**src/rtl/gpio_link_pkg.sv**
```systemverilog
// Shared types and default sizing for the GPIO word-link engine.
// Latency: n/a (definitions only).
// Backpressure: n/a (definitions only).
package gpio_link_pkg;

   localparam int DEF_DATA_WIDTH  = 15;
   localparam int DEF_FIFO_DEPTH  = 4;
   localparam int DEF_HOLD_CYCLES = 4;
   localparam int DEF_TURN_CYCLES = 2;

   typedef enum logic [1:0] {
      LS_RX   = 2'd0,
      LS_TURN = 2'd1,
      LS_TX   = 2'd2
   } link_state_t;

endpackage

```
**src/rtl/gpio_link_rx_fifo.sv**
```systemverilog
// Synchronous FIFO holding received payloads, head word kept in a register.
// Latency: push -> head_vld one cycle; pop advances head on the same edge.
// Backpressure: push is accepted when not full, or when full with a pop in the same cycle.
//
// Ports: clk/rst (sync, active-high); push_vld/push_dat write side;
//        pop_rdy read side; head_dat/head_vld current head; full status.
module gpio_link_rx_fifo #(
   parameter int WIDTH = 14,
   parameter int DEPTH = 4
) (
   input  logic             clk,
   input  logic             rst,
   input  logic             push_vld,
   input  logic [WIDTH-1:0] push_dat,
   input  logic             pop_rdy,
   output logic [WIDTH-1:0] head_dat,
   output logic             head_vld,
   output logic             full
);

   localparam int AW = $clog2(DEPTH);

   logic [WIDTH-1:0] r_mem [DEPTH];
   logic [AW-1:0]    r_wr_ptr;
   logic [AW-1:0]    r_rd_ptr;
   logic [AW:0]      r_count;
   logic [WIDTH-1:0] r_head;

   logic             w_empty;
   logic             w_full;
   logic             w_pop;
   logic             w_push;
   logic [AW-1:0]    w_rd_next;

   assign w_empty   = (r_count == '0);
   assign w_full    = (r_count == (AW+1)'(DEPTH));
   assign w_pop     = pop_rdy && !w_empty;
   assign w_push    = push_vld && (!w_full || w_pop);
   assign w_rd_next = r_rd_ptr + AW'(1);

   assign head_dat = r_head;
   assign head_vld = !w_empty;
   assign full     = w_full;

   // Storage needs no reset; occupancy is tracked by the pointers.
   always_ff @(posedge clk) begin
      if (w_push) begin
         r_mem[r_wr_ptr] <= push_dat;
      end
   end

   always_ff @(posedge clk) begin
      if (rst) begin
         r_wr_ptr <= '0;
         r_rd_ptr <= '0;
         r_count  <= '0;
         r_head   <= '0;
      end else begin
         if (w_push) begin
            r_wr_ptr <= r_wr_ptr + AW'(1);
         end
         if (w_pop) begin
            r_rd_ptr <= w_rd_next;
         end
         if (w_push && !w_pop) begin
            r_count <= r_count + (AW+1)'(1);
         end else if (w_pop && !w_push) begin
            r_count <= r_count - (AW+1)'(1);
         end
         // Head follows the entry that will be at the read pointer after this edge.
         // With two or more entries the successor is already in storage; with one,
         // only a simultaneous push can supply the new head.
         if (w_pop) begin
            if (r_count >= (AW+1)'(2)) begin
               r_head <= r_mem[w_rd_next];
            end else if (w_push) begin
               r_head <= push_dat;
            end
         end else if (w_push && w_empty) begin
            r_head <= push_dat;
         end
      end
   end

endmodule

```
**src/rtl/gpio_link_ctrl.sv**
```systemverilog
// Half-duplex toggle-framed word link between the GPIO pad bus and core streams.
// Latency: tx accept -> pad_a 1 cycle; pad_y change -> rx_valid 4 cycles minimum.
// Backpressure: tx_ready low during hold/turnaround/RX; RX words dropped (sticky flag) when FIFO full.
//
// Ports: clk, rst (sync, active-high); dir_in direction from control pad (async);
//        pad_a/pad_y pad bus; tx_data/tx_valid/tx_ready core TX stream;
//        rx_data/rx_valid/rx_ready core RX stream; rx_overflow sticky drop flag;
//        link_state 0=RX, 1=TURN, 2=TX.
module gpio_link_ctrl
   import gpio_link_pkg::*;
#(
   parameter int DATA_WIDTH  = DEF_DATA_WIDTH,
   parameter int FIFO_DEPTH  = DEF_FIFO_DEPTH,
   parameter int HOLD_CYCLES = DEF_HOLD_CYCLES,
   parameter int TURN_CYCLES = DEF_TURN_CYCLES
) (
   input  logic                  clk,
   input  logic                  rst,
   input  logic                  dir_in,
   output logic [DATA_WIDTH-1:0] pad_a,
   input  logic [DATA_WIDTH-1:0] pad_y,
   input  logic [DATA_WIDTH-2:0] tx_data,
   input  logic                  tx_valid,
   output logic                  tx_ready,
   output logic [DATA_WIDTH-2:0] rx_data,
   output logic                  rx_valid,
   input  logic                  rx_ready,
   output logic                  rx_overflow,
   output logic [1:0]            link_state
);

   localparam int MSB = DATA_WIDTH - 1;
   localparam int HW  = $clog2(HOLD_CYCLES + 1);
   localparam int TW  = $clog2(TURN_CYCLES + 1);

   logic                  r_dir_s1;
   logic                  r_dir_s;
   logic [DATA_WIDTH-1:0] r_y_s1;
   logic [DATA_WIDTH-1:0] r_y_s;
   logic [DATA_WIDTH-1:0] r_y_d;

   link_state_t           r_state;
   logic [TW-1:0]         r_turn_cnt;
   logic                  r_turn_dir;   // direction the current turnaround is heading to
   logic [HW-1:0]         r_hold_cnt;
   logic                  r_tx_toggle;
   logic [DATA_WIDTH-1:0] r_pad_a;
   logic                  r_rx_last_toggle;
   logic                  r_rx_overflow;

   logic                  w_tx_rdy;
   logic                  w_tx_acc;
   logic                  w_rx_det;
   logic                  w_fifo_full;
   logic                  w_drop;

   assign w_tx_rdy = (r_state == LS_TX) && (r_hold_cnt == '0);
   assign w_tx_acc = w_tx_rdy && tx_valid;

   // A new word is a bus value stable for two samples whose toggle differs from the last one taken.
   assign w_rx_det = (r_state == LS_RX) && (r_y_s == r_y_d) && (r_y_s[MSB] != r_rx_last_toggle);

   // A pop frees the slot in the same cycle, so only a push without pop is lost when full.
   assign w_drop = w_rx_det && w_fifo_full && !rx_ready;

   assign pad_a       = r_pad_a;
   assign tx_ready    = w_tx_rdy;
   assign rx_overflow = r_rx_overflow;
   assign link_state  = r_state;

   always_ff @(posedge clk) begin
      if (rst) begin
         r_dir_s1         <= 1'b0;
         r_dir_s          <= 1'b0;
         r_y_s1           <= '0;
         r_y_s            <= '0;
         r_y_d            <= '0;
         r_state          <= LS_RX;
         r_turn_cnt       <= '0;
         r_turn_dir       <= 1'b0;
         r_hold_cnt       <= '0;
         r_tx_toggle      <= 1'b0;
         r_pad_a          <= '0;
         r_rx_last_toggle <= 1'b0;
         r_rx_overflow    <= 1'b0;
      end else begin
         r_dir_s1 <= dir_in;
         r_dir_s  <= r_dir_s1;
         r_y_s1   <= pad_y;
         r_y_s    <= r_y_s1;
         r_y_d    <= r_y_s;

         case (r_state)
            LS_RX: begin
               if (r_dir_s) begin
                  r_state    <= LS_TURN;
                  r_turn_cnt <= '0;
                  r_turn_dir <= 1'b1;
               end
            end
            LS_TX: begin
               if (w_tx_acc) begin
                  r_pad_a     <= {~r_tx_toggle, tx_data};
                  r_tx_toggle <= ~r_tx_toggle;
                  r_hold_cnt  <= HW'(HOLD_CYCLES);
               end else if (r_hold_cnt != '0) begin
                  r_hold_cnt <= r_hold_cnt - HW'(1);
               end
               if (!r_dir_s) begin
                  r_state    <= LS_TURN;
                  r_turn_cnt <= '0;
                  r_turn_dir <= 1'b0;
               end
            end
            LS_TURN: begin
               r_hold_cnt <= '0;
               if (r_dir_s != r_turn_dir) begin
                  r_turn_cnt <= '0;
                  r_turn_dir <= r_dir_s;
               end else if (r_turn_cnt == TW'(TURN_CYCLES - 1)) begin
                  if (r_dir_s) begin
                     r_state <= LS_TX;
                  end else begin
                     r_state          <= LS_RX;
                     // Whatever is on the bus now is stale; only a later toggle counts.
                     r_rx_last_toggle <= r_y_s[MSB];
                  end
               end else begin
                  r_turn_cnt <= r_turn_cnt + TW'(1);
               end
            end
            default: r_state <= LS_RX;
         endcase

         if (w_rx_det) begin
            r_rx_last_toggle <= r_y_s[MSB];
         end
         if (w_drop) begin
            r_rx_overflow <= 1'b1;
         end
      end
   end

   gpio_link_rx_fifo #(
      .WIDTH (DATA_WIDTH - 1),
      .DEPTH (FIFO_DEPTH)
   ) u_rx_fifo (
      .clk      (clk),
      .rst      (rst),
      .push_vld (w_rx_det),
      .push_dat (r_y_s[DATA_WIDTH-2:0]),
      .pop_rdy  (rx_ready),
      .head_dat (rx_data),
      .head_vld (rx_valid),
      .full     (w_fifo_full)
   );

endmodule

```
**config.mk**
```make
export PLATFORM = sky130hd
export DESIGN_NAME = gpio_link_ctrl
export DESIGN_NICKNAME = d
export VERILOG_FILES = /design/src/rtl/gpio_link_pkg.sv /design/src/rtl/gpio_link_rx_fifo.sv /design/src/rtl/gpio_link_ctrl.sv
export SDC_FILE = /design/constraint.sdc
export NUM_CORES = 1
export LEC_CHECK = 0
export BUFFER_PORTS_ARGS = -buffer_cell sky130_fd_sc_hd__buf_2
export CAP_MARGIN = 25
export CELL_PAD_IN_SITES_DETAIL_PLACEMENT = 0
export CELL_PAD_IN_SITES_GLOBAL_PLACEMENT = 2
export CORE_MARGIN = 2
export CORE_UTILIZATION = 42
export CTS_CLUSTER_SIZE = 24
export DETAILED_ROUTE_END_ITERATION = 12
export PLACE_DENSITY_LB_ADDON = 0.3
export SLEW_MARGIN = 15
export SYNTH_ARGS = -nofsm -noshare
export SYNTH_HDL_FRONTEND = slang
export SYNTH_SLANG_ARGS = --single-unit
```
**constraint.sdc**
```tcl
create_clock -name clk -period 5.1 [get_ports clk]
set_clock_uncertainty 0.2 [all_clocks]
set_input_delay 1.275 -clock clk [delete_from_list [all_inputs] [get_ports clk]]
set_output_delay 1.275 -clock clk [all_outputs]
set_load 0.01 [all_outputs]
```
### After elaboration in Yosys (flattened, before gate mapping)

Memory sizes are Yosys's and may differ from the RTL's.
Cells that the tools add are included.

* reduce and logical (&&, ||, !) cells: 34
* bitwise gates (word level): 1
* $add $sub $neg: 6
* mux-type cells: 31
* shift operators: 0
* multiply operators: 0
* eq/ne operators: 17
* $lt $le $gt $ge: 1
* div/mod/pow operators: 0

Operators by type and width (number)
* $mux W14: 4
* $mux W2: 9
* $reduce_and A4 Y1: 4
* $eq A15 B15 Y1: 1
* $mux W3: 4
* $pmux W2 S3: 2
* $logic_and A1 B1 Y1: 11
* $mux W1: 10
* $ne A2 B2 Y1 const B: 5
* $reduce_bool A2 Y1: 5
* $add A2 B1 Y2 const B: 3
* $logic_not A3 Y1: 2
* $ne A3 B3 Y1 const B: 2
* $pmux W3 S2: 1
* $reduce_and A2 Y1: 3
* $reduce_bool A3 Y1: 2
* $sub A3 B1 Y3 const B: 2
* $logic_not A1 Y1: 5
* $eq A2 B1 Y1 const B: 2
* $ne A2 B1 Y1 const B: 2
* $add A3 B1 Y3 const B: 1
* $eq A3 B3 Y1 const B: 1
* $ge A3 B2 Y1 const B: 1
* $ne A3 B2 Y1 const B: 1
* other kinds (6): 7

* bits in writable memories: 56
* bits in latches: 0
* bits in registers: 94
* ROM bits: 0
* output and inout bits: 34
* memories kept: 1
* word-level logic and storage cells: 108
* input port bits: 34

Memories
* u_rx_fifo.r_mem: words 4, width 14, read ports 1, clocked after Yosys merged registers in 0, wr ports 1, RTL line gpio_link_rx_fifo.sv:23 `logic [WIDTH-1:0] r_mem [DEPTH];`

### Depth between registers and ports, before layout

Gate-level depths: netlist (run 1).

* word-level depth: 9
* mapped depth: 12
* depth with buffers taken out: 12

### Modules after synthesis

Synthesis (run 1) repeated with hierarchy kept, for this count alone.

* cells, all modules: 496
* area, all modules: 6010.8 µm²

Modules (own cells, without submodules)
* gpio_link_rx_fifo: sequential area each 2102.0 µm², instances 1, area each 3385.7 µm², cells an instance 226
* gpio_link_ctrl: sequential area each 1441.4 µm², instances 1, area each 2625.0 µm², cells an instance 270

### Worst setup path before layout (run 1)

Ideal clock, no wire load.

* path kind: input port to flip-flop
* start point: in rx_ready
* end point: reg u_rx_fifo.r_count[2]
* cell stages on the path: 8
* data arrival time: 2.990 ns
* data required time: 4.830 ns
* buffers on the path: 0
* setup time: 0.070 ns
* path slack: 1.839 ns
* cell sequence: nor4b_1 -> nor4_1 -> ha_1 -> inv_1 -> fa_1 -> xor2_1 -> or3_1 -> a21oi_1

* word-level cells in the longest chain between the ends: 6
* elaborated cells on any way between the ends: 9
* those cells by class: mux (1); reduce/logical (8)

Ends and longest elaborated chain
* start, declared: RTL line gpio_link_ctrl.sv:27 `input logic rx_ready,`
* $logic_and A1 B1 Y1 (*): RTL line gpio_link_rx_fifo.sv:37 `assign w_pop = pop_rdy && !w_empty;`
* $logic_or A1 B1 Y1 (*): RTL line gpio_link_rx_fifo.sv:38 `assign w_push = push_vld && (!w_full || w_pop);`
* $logic_and A1 B1 Y1 (*): RTL line gpio_link_rx_fifo.sv:38
* via u_rx_fifo.w_push: RTL line gpio_link_rx_fifo.sv:32 `logic w_push;`
* $logic_not A1 Y1: RTL line gpio_link_rx_fifo.sv:67 `end else if (w_pop && !w_push) begin`
* $logic_and A1 B1 Y1: RTL line gpio_link_rx_fifo.sv:67
* $reduce_bool A2 Y1 (no line)
* end signal, assigned: RTL line gpio_link_rx_fifo.sv:66 `r_count <= r_count + (AW+1)'(1);`
* end signal, assigned: RTL line gpio_link_rx_fifo.sv:68 `r_count <= r_count - (AW+1)'(1);`
* end, declared: RTL line gpio_link_rx_fifo.sv:26 `logic [AW:0] r_count;`

The timed path passes the listed nets; every way through them passes the cells marked *.
A chain may end at the register's enable or synchronous reset.

### Final worst setup path (run 1)

* start point: reg r_state[1], in the netlist link_state[1]
* end point: reg u_rx_fifo.r_count[2]

* word-level cells in the longest chain between the ends: 7
* elaborated cells on any way between the ends: 9
* those cells by class: mux (1); reduce/logical (8)

Ends and longest elaborated chain
* start, declared: RTL line gpio_link_ctrl.sv:42 `link_state_t r_state;`
* start signal, assigned: RTL line gpio_link_ctrl.sv:78 `r_state <= LS_RX;`
* start signal, assigned: RTL line gpio_link_ctrl.sv:96 `r_state <= LS_TURN;`
* start signal, assigned: RTL line gpio_link_ctrl.sv:110 `r_state <= LS_TURN;`
* $logic_not A2 Y1 (*): RTL line gpio_link_ctrl.sv:61 `assign w_rx_det = (r_state == LS_RX) && (r_y_s == r_y_d) && (r_y_s[MSB] != r_rx_last_toggle);`
* $logic_and A1 B1 Y1 (*) (2 in a row): RTL line gpio_link_ctrl.sv:61
* $logic_and A1 B1 Y1 (*): RTL line gpio_link_rx_fifo.sv:38
* via u_rx_fifo.w_push: RTL line gpio_link_rx_fifo.sv:32
* $logic_not A1 Y1: RTL line gpio_link_rx_fifo.sv:67
* $logic_and A1 B1 Y1: RTL line gpio_link_rx_fifo.sv:67
* $reduce_bool A2 Y1 (no line)

Marks and branches as above.

==> flow_summary.toml, run 1 <==
[power]
pwr_density_cell_nw_per_um2 = 433.0
clock_power_share = 0.417
comb_power_share = 0.132
sw_frac_of_total = 0.2523
vdd_drop_max_mv = 0.2254
p_seq_frac = 0.452
switchingPower_uw = 757.2
p_leak_uw = 0.002662
internal-power_uw = 2244

[yosys]
synthTopCellsByArea = "dfxtp_1 32%, edfxtp_1 29%, mux4_2 5.4%"
yosysTopAreaCell = "dfxtp_1"
synth-simple-area-share = 0.1571
ys_warn_count = 0
synth_adder_area_share = 0.02911
async_flop_share = 0
synth_most_common_cell = "dfxtp_1"
synth_mux_area_frac = 0.06956
synth_area_um2 = 5846
ys.flop_type = "dfxtp_1"
ys_seq_area_frac = 0.6062
syn_avg_cell_area_um2 = 11.98
ys_seq_elements = 149
synth_edf_count = 56
syn_inst = 488
synth_top_cells_by_count = "93 x dfxtp_1, 56 x edfxtp_1, 49 x nor2b_1"
synth-compound-area-share = 0.07106
synth_top_family_by_area = "simple AND/OR/NAND/NOR gates"
ys_types = 42
synth_nets = 535
synth_xor_area_frac = 0.02997
synth.top_cell.area_share = 0.3185

[finish]
fin_area_um2 = 6932
area_delta_synth_final_pct = 18.58
drive_gt1_frac = 0.2114
fill_cells = 1243
nets = 597
n_antenna_cell = 0

[sta]
rsz0062_at_grt = "no"
tightest_slew_ns = 0.7966
tns_ns = 0
setup_viol = 0
slew_headroom = 0.4689
slew_viol_final = 0
hold_viol = 0
fin_crit_ns = 3.366
period_share = 0.6599
fmax_mhz = 297.1

[drt]
drcViolationCount = 0
final_antenna_net_count = 0
post_drt_wl_per_cell_um = 15.41
drtIter0Drc = 196
via_count = 3658
drt-total-wl_mm = 11.45
dr.pass1.iters = 4
viasPerCell = 4.923

[setup_path]
path_class = "reg -> reg"
cp_data_arrival_time_ns = 3.50
crit_chain = "inv_1 > ha_1 > o21ai_1 > nor2_1 > nand4_1 > nor4_1 > ha_1 > inv_1 > fa_1 > xor2_1 > or3_1 > a21oi_1"
cp_slowest_cell = "nor4_1"
cp_slowest_stage_delay_ns = 0.60
endpoint_kind = "flop"
regToRegSetupSlack_ns = 1.73
crit_fanout = 7
cp.required_ns = 5.24
critPathLaunchType = "flop"

[cts]
clock_latency_ns = 0.41
cts_resized = 0
cts.clk_slew.worst_paths_ns = 0.06
cts_setup_buffers = 0
clock_path_buffers = 2
cts_sinks = 149
cts-root-buf = "clkbuf_16"
h-tree-depth = 4
cts_hold_buf = 0
cts-buffers-inserted = 17
cts_tree = "built"

[floorplan]
fp-row-count = 43
dieArea_um2 = 14880
die_y_um = 122.0
initial_core_util = 0.4261
floorplan.die.width_um = 122.0
coreArea_um2 = 13720
io_pins = 68

[global_route]
antenna_found_initial = 0
grt_max_degree = 65
gr-total-overflow = 0
grt_pass1_wl_mm = 18.49
grt_usage = 0.1660
first_global_vias = 3631

[run_status]
status = "completed"

[min_path]
hold_path_class = "reg -> reg"

[placed_design]
dpl.hpwl_mm = 7.447
dpl_cell_area_um2 = 6326
io_buffer_count = 67
gp_congestion = 0.6748

[job]
cap_viol_max_count = 0
==> registers in the layout, summed over array words and instances (netlist names) <==
signal              flops
rx_overflow             1
u_rx_fifo.r_count       3
u_rx_fifo.head_dat     14
u_rx_fifo.r_mem        56
r_y_d                  15
r_turn_cnt              2
r_y_s1                 15
r_y_s                  15
r_hold_cnt              3
r_tx_toggle             1
r_dir_s                 1
u_rx_fifo.r_wr_ptr      2
link_state              2
r_turn_dir              1
r_rx_last_toggle        1
pad_a                  14
r_dir_s1                1
u_rx_fifo.r_rd_ptr      2
==> layer usage <==
| layer | track usage | wire (um) | share of wire |
|---|---|---|---|
| met4 | 0.06968 | 140 | 0.012 |
| met1 | 0.2176 | 5321 | 0.46 |
| met5 | 0 | 0 | 0 |
| met3 | 0.04822 | 564 | 0.049 |
| met2 | 0.2580 | 5420 | 0.47 |
==> cells by family (layout without fill, tap and decap cells) <==
family,after synthesis,count (layout)
muxes,23,23
adders and majority gates,13,13
xor gates and xnor gates,20,20
AOI/OAI and AO/OA,63,63
DFF,149,149
and+or+nand+nor,168,168
buffers and inverters,52,127
==> power by group through the flow <==
stage	Combinational (uW)	Clock, uW	Sequential, uW
6_report	395	1250	1360
5_1_grt	441	1330	1370
4_1_cts	400	1280	1360
3_5_place_dp	399	0	1380
3_3_place_gp	377	0	1380
2_1_floorplan	278	0	1370
==> cells in the final DEF, fill, tap and decap left out, types with 18 or more instances in the layout <==
cell type / Yosys / final
buf_2: 2 / 67
nor2b_1: 49 / 49
nand2_1: 35 / 35
dfxtp_1: 93 / 93
clkbuf_16: 0 / 18
inv_1: 23 / 23
nand2b_1: 22 / 22
a21oi_1: 23 / 23
edfxtp_1: 56 / 56
nor2_1: 22 / 22
==> critical path: cells and delay by family (launching register included) <==
family	cells	cell delay [ns]
compound gates	2	0.29
xor+xnor	1	0.15
fa+ha+maj	3	0.95
buf+inv	2	0.15
flops	1	0.35
simple gates	4	1.17
==> layout make-up <==
cell class / count / area, um2 / area share
clock buffers: 22 / 485.5 / 0.07004
flip-flops and latches: 149 / 3543 / 0.5112
clock inverters: 10 / 120.1 / 0.01733
inverters: 24 / 90.09 / 0.01300
well taps: 180 / 225.2 / 0.03249
repair buffers: 71 / 376.6 / 0.05433
multi-input cells: 287 / 2091 / 0.3016
==> path summary, 6_finish.rpt <==
kind,from,end,depth (start not counted)
max,link_state[1],u_rx_fifo.r_count[2],12
max reg2reg,link_state[1],u_rx_fifo.r_count[2],12
min reg2reg,r_y_s1[6],r_y_s[6],1
min,r_y_s1[6],r_y_s[6],1
==> stage by stage <==
step                instances  setup WS, ns    util  hold WS (ns)  total power (uW)
floorplan                 488         1.839       -        0.2138              1644
global placement          709         1.546  0.4592        0.2195              1761
detailed placement        711         1.461  0.4611        0.2204              1782
CTS                       743         1.728  0.5052        0.2338              3039
global route              743         1.427  0.5052        0.2460              3141
finish                    743         1.734  0.5052        0.2309              3001
(Power assumes the default switching activity.)
==> run 2, diff against run 1 <==
--- a/config.mk
+++ b/config.mk
@@ -10,7 +10,7 @@
 export CELL_PAD_IN_SITES_DETAIL_PLACEMENT = 0
 export CELL_PAD_IN_SITES_GLOBAL_PLACEMENT = 2
 export CORE_MARGIN = 2
-export CORE_UTILIZATION = 42
+export CORE_UTILIZATION = 39
 export CTS_CLUSTER_SIZE = 24
 export DETAILED_ROUTE_END_ITERATION = 12
 export PLACE_DENSITY_LB_ADDON = 0.3
==> constraint.sdc (replaced) <==
create_clock -name clk -period 3.51 [get_ports clk]
set_clock_uncertainty 0.2 [all_clocks]
set_input_delay 0.8775 -clock clk [delete_from_list [all_inputs] [get_ports clk]]
set_output_delay 0.8775 -clock clk [all_outputs]
set_load 0.01 [all_outputs]
==> run 2 against run 1 <==
Total power increased by 44%. Hold slack improved by 0.0054 ns. Global-route usage decreased by 1.5 points. Worst setup slack got worse by 1.4 ns. Utilization decreased by 2.8 points. Clock power increased by 41%. Count of clock-buffer cells in the layout decreased by 1. Routed wire length increased by 1.6%. Cell area increased by 0.38%. Via count increased by 2.0%. Critical path type unchanged.
==> flow_summary.toml, run 2 (same netlist as run 1, synthesis figures left out) <==
[cts]
cts_sinks = 149
clock_latency_ns = 0.41
cts_setup_buffers = 0
cts_hold_buf = 0
h-tree-depth = 4
cts.clk_slew.worst_paths_ns = 0.06
cts-buffers-inserted = 17
cts_tree = "built"
clock_path_buffers = 2
cts_resized = 0
cts-root-buf = "clkbuf_16"

[setup_path]
cp_data_arrival_time_ns = 3.34
cp_slowest_stage_delay_ns = 0.56
cp_slowest_cell = "nor4_1"
path_class = "reg -> reg"
crit_fanout = 7
endpoint_kind = "flop"
cp.required_ns = 3.65
crit_chain = "inv_1 > ha_1 > o21ai_1 > nor2_1 > nand4_1 > nor4_1 > ha_1 > inv_1 > fa_1 > xor2_1 > or3_1 > a21oi_1"
critPathLaunchType = "flop"

[power]
p_leak_uw = 0.002693
p_seq_frac = 0.457
pwr_density_cell_nw_per_um2 = 619.8
internal-power_uw = 3205
clock_power_share = 0.408
sw_frac_of_total = 0.2568
switchingPower_uw = 1108
vdd_drop_max_mv = 0.3417
comb_power_share = 0.135
finalPower_uw = 4313

[global_route]
antenna_found_initial = 0
grt_max_degree = 67
grt_usage = 0.1513
grt_pass1_wl_mm = 18.54
gr-total-overflow = 0
first_global_vias = 3571

[finish]
drive_gt1_frac = 0.2185
layout_commonest_cell = "dfxtp_1"
layout_common_cells = "93 x dfxtp_1, 67 x buf_2, 56 x edfxtp_1"
fill_cells = 1304
nets = 606
largest-register = "u_rx_fifo.r_mem"
largest_reg_flops = 56
area_delta_synth_final_pct = 19.03
n_antenna_cell = 0

[drt]
via_count = 3731
final_antenna_net_count = 0
dr.pass1.iters = 4
drt-total-wl_mm = 11.63
post_drt_wl_per_cell_um = 15.39
drtIter0Drc = 239
drcViolationCount = 0
viasPerCell = 4.935

[sta]
rsz0062_at_grt = "no"
tns_ns = 0
hold_viol = 0
slew_viol_final = 0
tightest_slew_ns = 0.8664
fin_crit_ns = 3.198
fmax_mhz = 312.7
setup_viol = 0
period_share = 0.9112
slew_headroom = 0.4216

[job]
cap_viol_max_count = 0

[min_path]
hold_path_class = "reg -> reg"

[floorplan]
io_pins = 68
die_y_um = 126.4
floorplan.die.width_um = 126.4
coreArea_um2 = 14590
initial_core_util = 0.4007
fp-row-count = 44
dieArea_um2 = 15980

[placed_design]
io_buffer_count = 67
gp_congestion = 0.7577
dpl.hpwl_mm = 7.460

[run_status]
status = "completed"
run 2: cell count changes in the layout (fill, tap and decap cells not counted), sizes merged:
cell,change
clkbuf,-1
buf,+9
inv,+1
clkinv,+1
clkinvlp,-1
run 2: power groups by stage:
stage / Clock [uW] / Sequential (uW) / Combinational, uW
floorplan: 0 / 1990 / 404
global placement: 0 / 2000 / 585
detailed placement: 0 / 2010 / 587
CTS: 1800 / 1970 / 589
global route: 1870 / 1990 / 643
finish: 1760 / 1970 / 583
run 2: final cells by class:
type	instances	area, um2	area share
Clock inverter	11	125.1	0.01798
Timing Repair Buffer	80	432.9	0.06222
Inverter	24	90.09	0.01295
Clock buffer	21	450.4	0.06474
Tap cell	184	230.2	0.03309
Sequential cell	149	3543	0.5093
Multi-Input combinational cell	287	2086	0.2998
run 2: final timing paths:
path / from / end / slack (ns) / cells after the start
setup reg to reg: link_state[1] / u_rx_fifo.r_count[2] / 0.31 / 12
hold reg to reg: r_y_s1[6] / r_y_s[6] / 0.24 / 1
setup / recovery: link_state[1] / u_rx_fifo.r_count[2] / 0.31 / 12
hold / removal: r_y_s1[6] / r_y_s[6] / 0.24 / 1
run 2: routing by layer:
| layer | routed length, um | track usage | vias up | share of wire |
|---|---|---|---|---|
| met1 | 5365 | 0.1945 | 1770 | 0.46 |
| met4 | 204 | 0.06206 | 0 | 0.018 |
| met2 | 5461 | 0.2419 | 95 | 0.47 |
| li1 | - | - | 1850 | - |
| met5 | 0 | 0 | - | 0 |
| met3 | 602 | 0.04218 | 16 | 0.052 |
run 2: critical path, delay by kind of cell, from the launching register on:
kind	cells	cell delay [ns]
AO/OA/AOI/OAI	2	0.28
XOR/XNOR	1	0.16
adder cells (fa/ha/maj)	3	0.94
buffers and inverters	2	0.16
flip-flops	1	0.35
AND/OR/NAND/NOR	4	1.06
run 2: metrics by stage:
step	cell area, um2	hold WS [ns]	utilization	setup slack [ns]	instances
after floorplan	5846	0.2138	-	0.5883	488
after global placement	6382	0.2207	0.4375	0.4123	724
after detailed placement	6382	0.2242	0.4375	0.2837	724
after CTS	6958	0.2397	0.4769	0.3122	756
after global routing	6958	0.2468	0.4769	0.06494	756
final	6958	0.2363	0.4769	0.3118	756
==> run 3, diff against run 2 <==
--- a/config.mk
+++ b/config.mk
@@ -9,7 +9,6 @@
 export CAP_MARGIN = 25
 export CELL_PAD_IN_SITES_DETAIL_PLACEMENT = 0
 export CELL_PAD_IN_SITES_GLOBAL_PLACEMENT = 2
-export CORE_MARGIN = 2
 export CORE_UTILIZATION = 39
 export CTS_CLUSTER_SIZE = 24
 export DETAILED_ROUTE_END_ITERATION = 12
==> run 3 against run 2 <==
Flip-flop and latch count is the same. Sequential power is essentially flat. Hold slack lost 0.0033 ns. Critical path depth is the same. Register-to-register slack gained 0.06 ns. Largest cell class unchanged. Clock power grew 2%. Utilization grew 0.17 points. First-iteration DRC count shrank 27%. Via count shrank 0.59%. Sequential share of layout area shrank 0.18 points. Cell count shrank 0.13%.
==> flow_summary.toml, run 3 (same netlist as run 1, synthesis figures left out) <==
[cts]
cts_resized = 0
clock_path_buffers = 2
cts_tree = "built"
cts_hold_buf = 0
clock_latency_ns = 0.42
cts-root-buf = "clkbuf_16"
cts.clk_slew.worst_paths_ns = 0.06
cts_setup_buffers = 0
cts_sinks = 149
cts-buffers-inserted = 17
h-tree-depth = 4

[setup_path]
r2r_start = "link_state[1]"
endpoint_kind = "flop"
r2r_cells = 12
cp.required_ns = 3.66
cp_data_arrival_time_ns = 3.28
critPathLaunchType = "flop"
crit_path_start = "link_state[1]"
crit_fanout = 7
path_class = "reg -> reg"
regToRegSetupSlack_ns = 0.38

[drt]
via_count = 3709
viasPerCell = 4.913
dr.pass1.iters = 4
drtIter0Drc = 174
drt-total-wl_mm = 11.46
drcViolationCount = 0
post_drt_wl_per_cell_um = 15.18
final_antenna_net_count = 0

[finish]
area_delta_synth_final_pct = 19.46
largest_reg_flops = 56
drive_gt1_frac = 0.2207
nets = 605
layout_commonest_cell = "dfxtp_1"
largest-register = "u_rx_fifo.r_mem"
n_antenna_cell = 0
layout_common_cells = "93 x dfxtp_1, 67 x buf_2, 56 x edfxtp_1"
layout.cells.non_filler = 755

[global_route]
grt_pass1_wl_mm = 18.57
gr-total-overflow = 0
first_global_vias = 3665
grt_usage = 0.1568
antenna_found_initial = 0
grt_max_degree = 70

[floorplan]
die_y_um = 124.4
dieArea_um2 = 15480
fp-row-count = 44
coreArea_um2 = 14590
floorplan.die.width_um = 124.4
io_pins = 68
initial_core_util = 0.4007

[sta]
setup_viol = 0
fin_crit_ns = 3.134
period_share = 0.8929
tns_ns = 0
fmax_mhz = 319.1
hold_viol = 0
holdWs_ns = 0.2330
fin_ws_ns = 0.3760
slew_headroom = 0.4474
tightest_slew_ns = 0.8277
rsz0062_at_grt = "no"
slew_viol_final = 0

[power]
clock_power_share = 0.413
p_seq_frac = 0.453
vdd_drop_max_mv = 0.3712
internal-power_uw = 3238
switchingPower_uw = 1112
p_leak_uw = 0.002703
sw_frac_of_total = 0.2557
comb_power_share = 0.134
pwr_density_cell_nw_per_um2 = 623.0
finalPower_uw = 4351

[min_path]
hold_path_class = "reg -> reg"
hold_depth = 1
hold_start = "r_y_s1[1]"

[placed_design]
gp_congestion = 0.7246
io_buffer_count = 67
dp.cells = 723
dpl.hpwl_mm = 7.350
place_ws_ns = 0.2817

[run_status]
status = "completed"

[job]
cap_viol_max_count = 0
## run 3: cell types whose count changed in the layout (fill, tap and decap cells not counted), sizes merged
cell	before	now
bufinv	2	1
clkinv	5	3
clkbuf	21	22
inv	27	28
clkinvlp	1	2
buf	80	79
## run 3: per-stage QoR
step / utilization / instance area [um2]
after global placement: 0.4378 / 6387
after CTS: 0.4786 / 6983
after global routing: 0.4786 / 6983
final: 0.4786 / 6983
after detailed placement: 0.4378 / 6387
after floorplan: - / 5846
## run 3: worst paths after layout
path	end
hold reg to reg	r_y_s[1]
hold / removal	r_y_s[1]
setup / recovery	u_rx_fifo.r_count[2]
setup reg to reg	u_rx_fifo.r_count[2]
## run 3: area by class of cell
| cell class | count | area, um2 |
|---|---|---|
| fillers | 1307 | 7606 |
| clock buffers | 22 | 508.0 |
| clock inverters | 10 | 87.58 |
| well taps | 184 | 230.2 |
| repair buffers | 79 | 437.9 |
| multi-input cells | 287 | 2086 |
| inverters | 24 | 90.09 |
| flip-flops and latches | 149 | 3543 |
## run 3: worst max-delay path, stage by stage (launching register included)
cell     delay, ns
dfxtp_1       0.34
inv_1         0.09
ha_1          0.28
o21ai_1       0.13
nor2_1        0.10
nand4_1       0.09
nor4_1        0.51
ha_1          0.27
inv_1         0.06
fa_1          0.38
xor2_1        0.16
or3_1         0.30
a21oi_1       0.14
## run 3: power by group through the flow
stage	Combinational, uW	Clock [uW]	Sequential [uW]
after floorplan	404	0	1990
after global placement	591	0	2000
after detailed placement	591	0	2010
after CTS	594	1840	1970
after global routing	649	1910	1980
final	583	1800	1970
## run 3: routing by layer
layer  vias to the layer above  track usage  routed length (um)
met3                        18      0.05284                 781
met4                         0      0.06804                 209
met5                         -            0                   0
met1                      1740       0.1929                5164
met2                       107       0.2499                5308
li1                       1844            -                   -
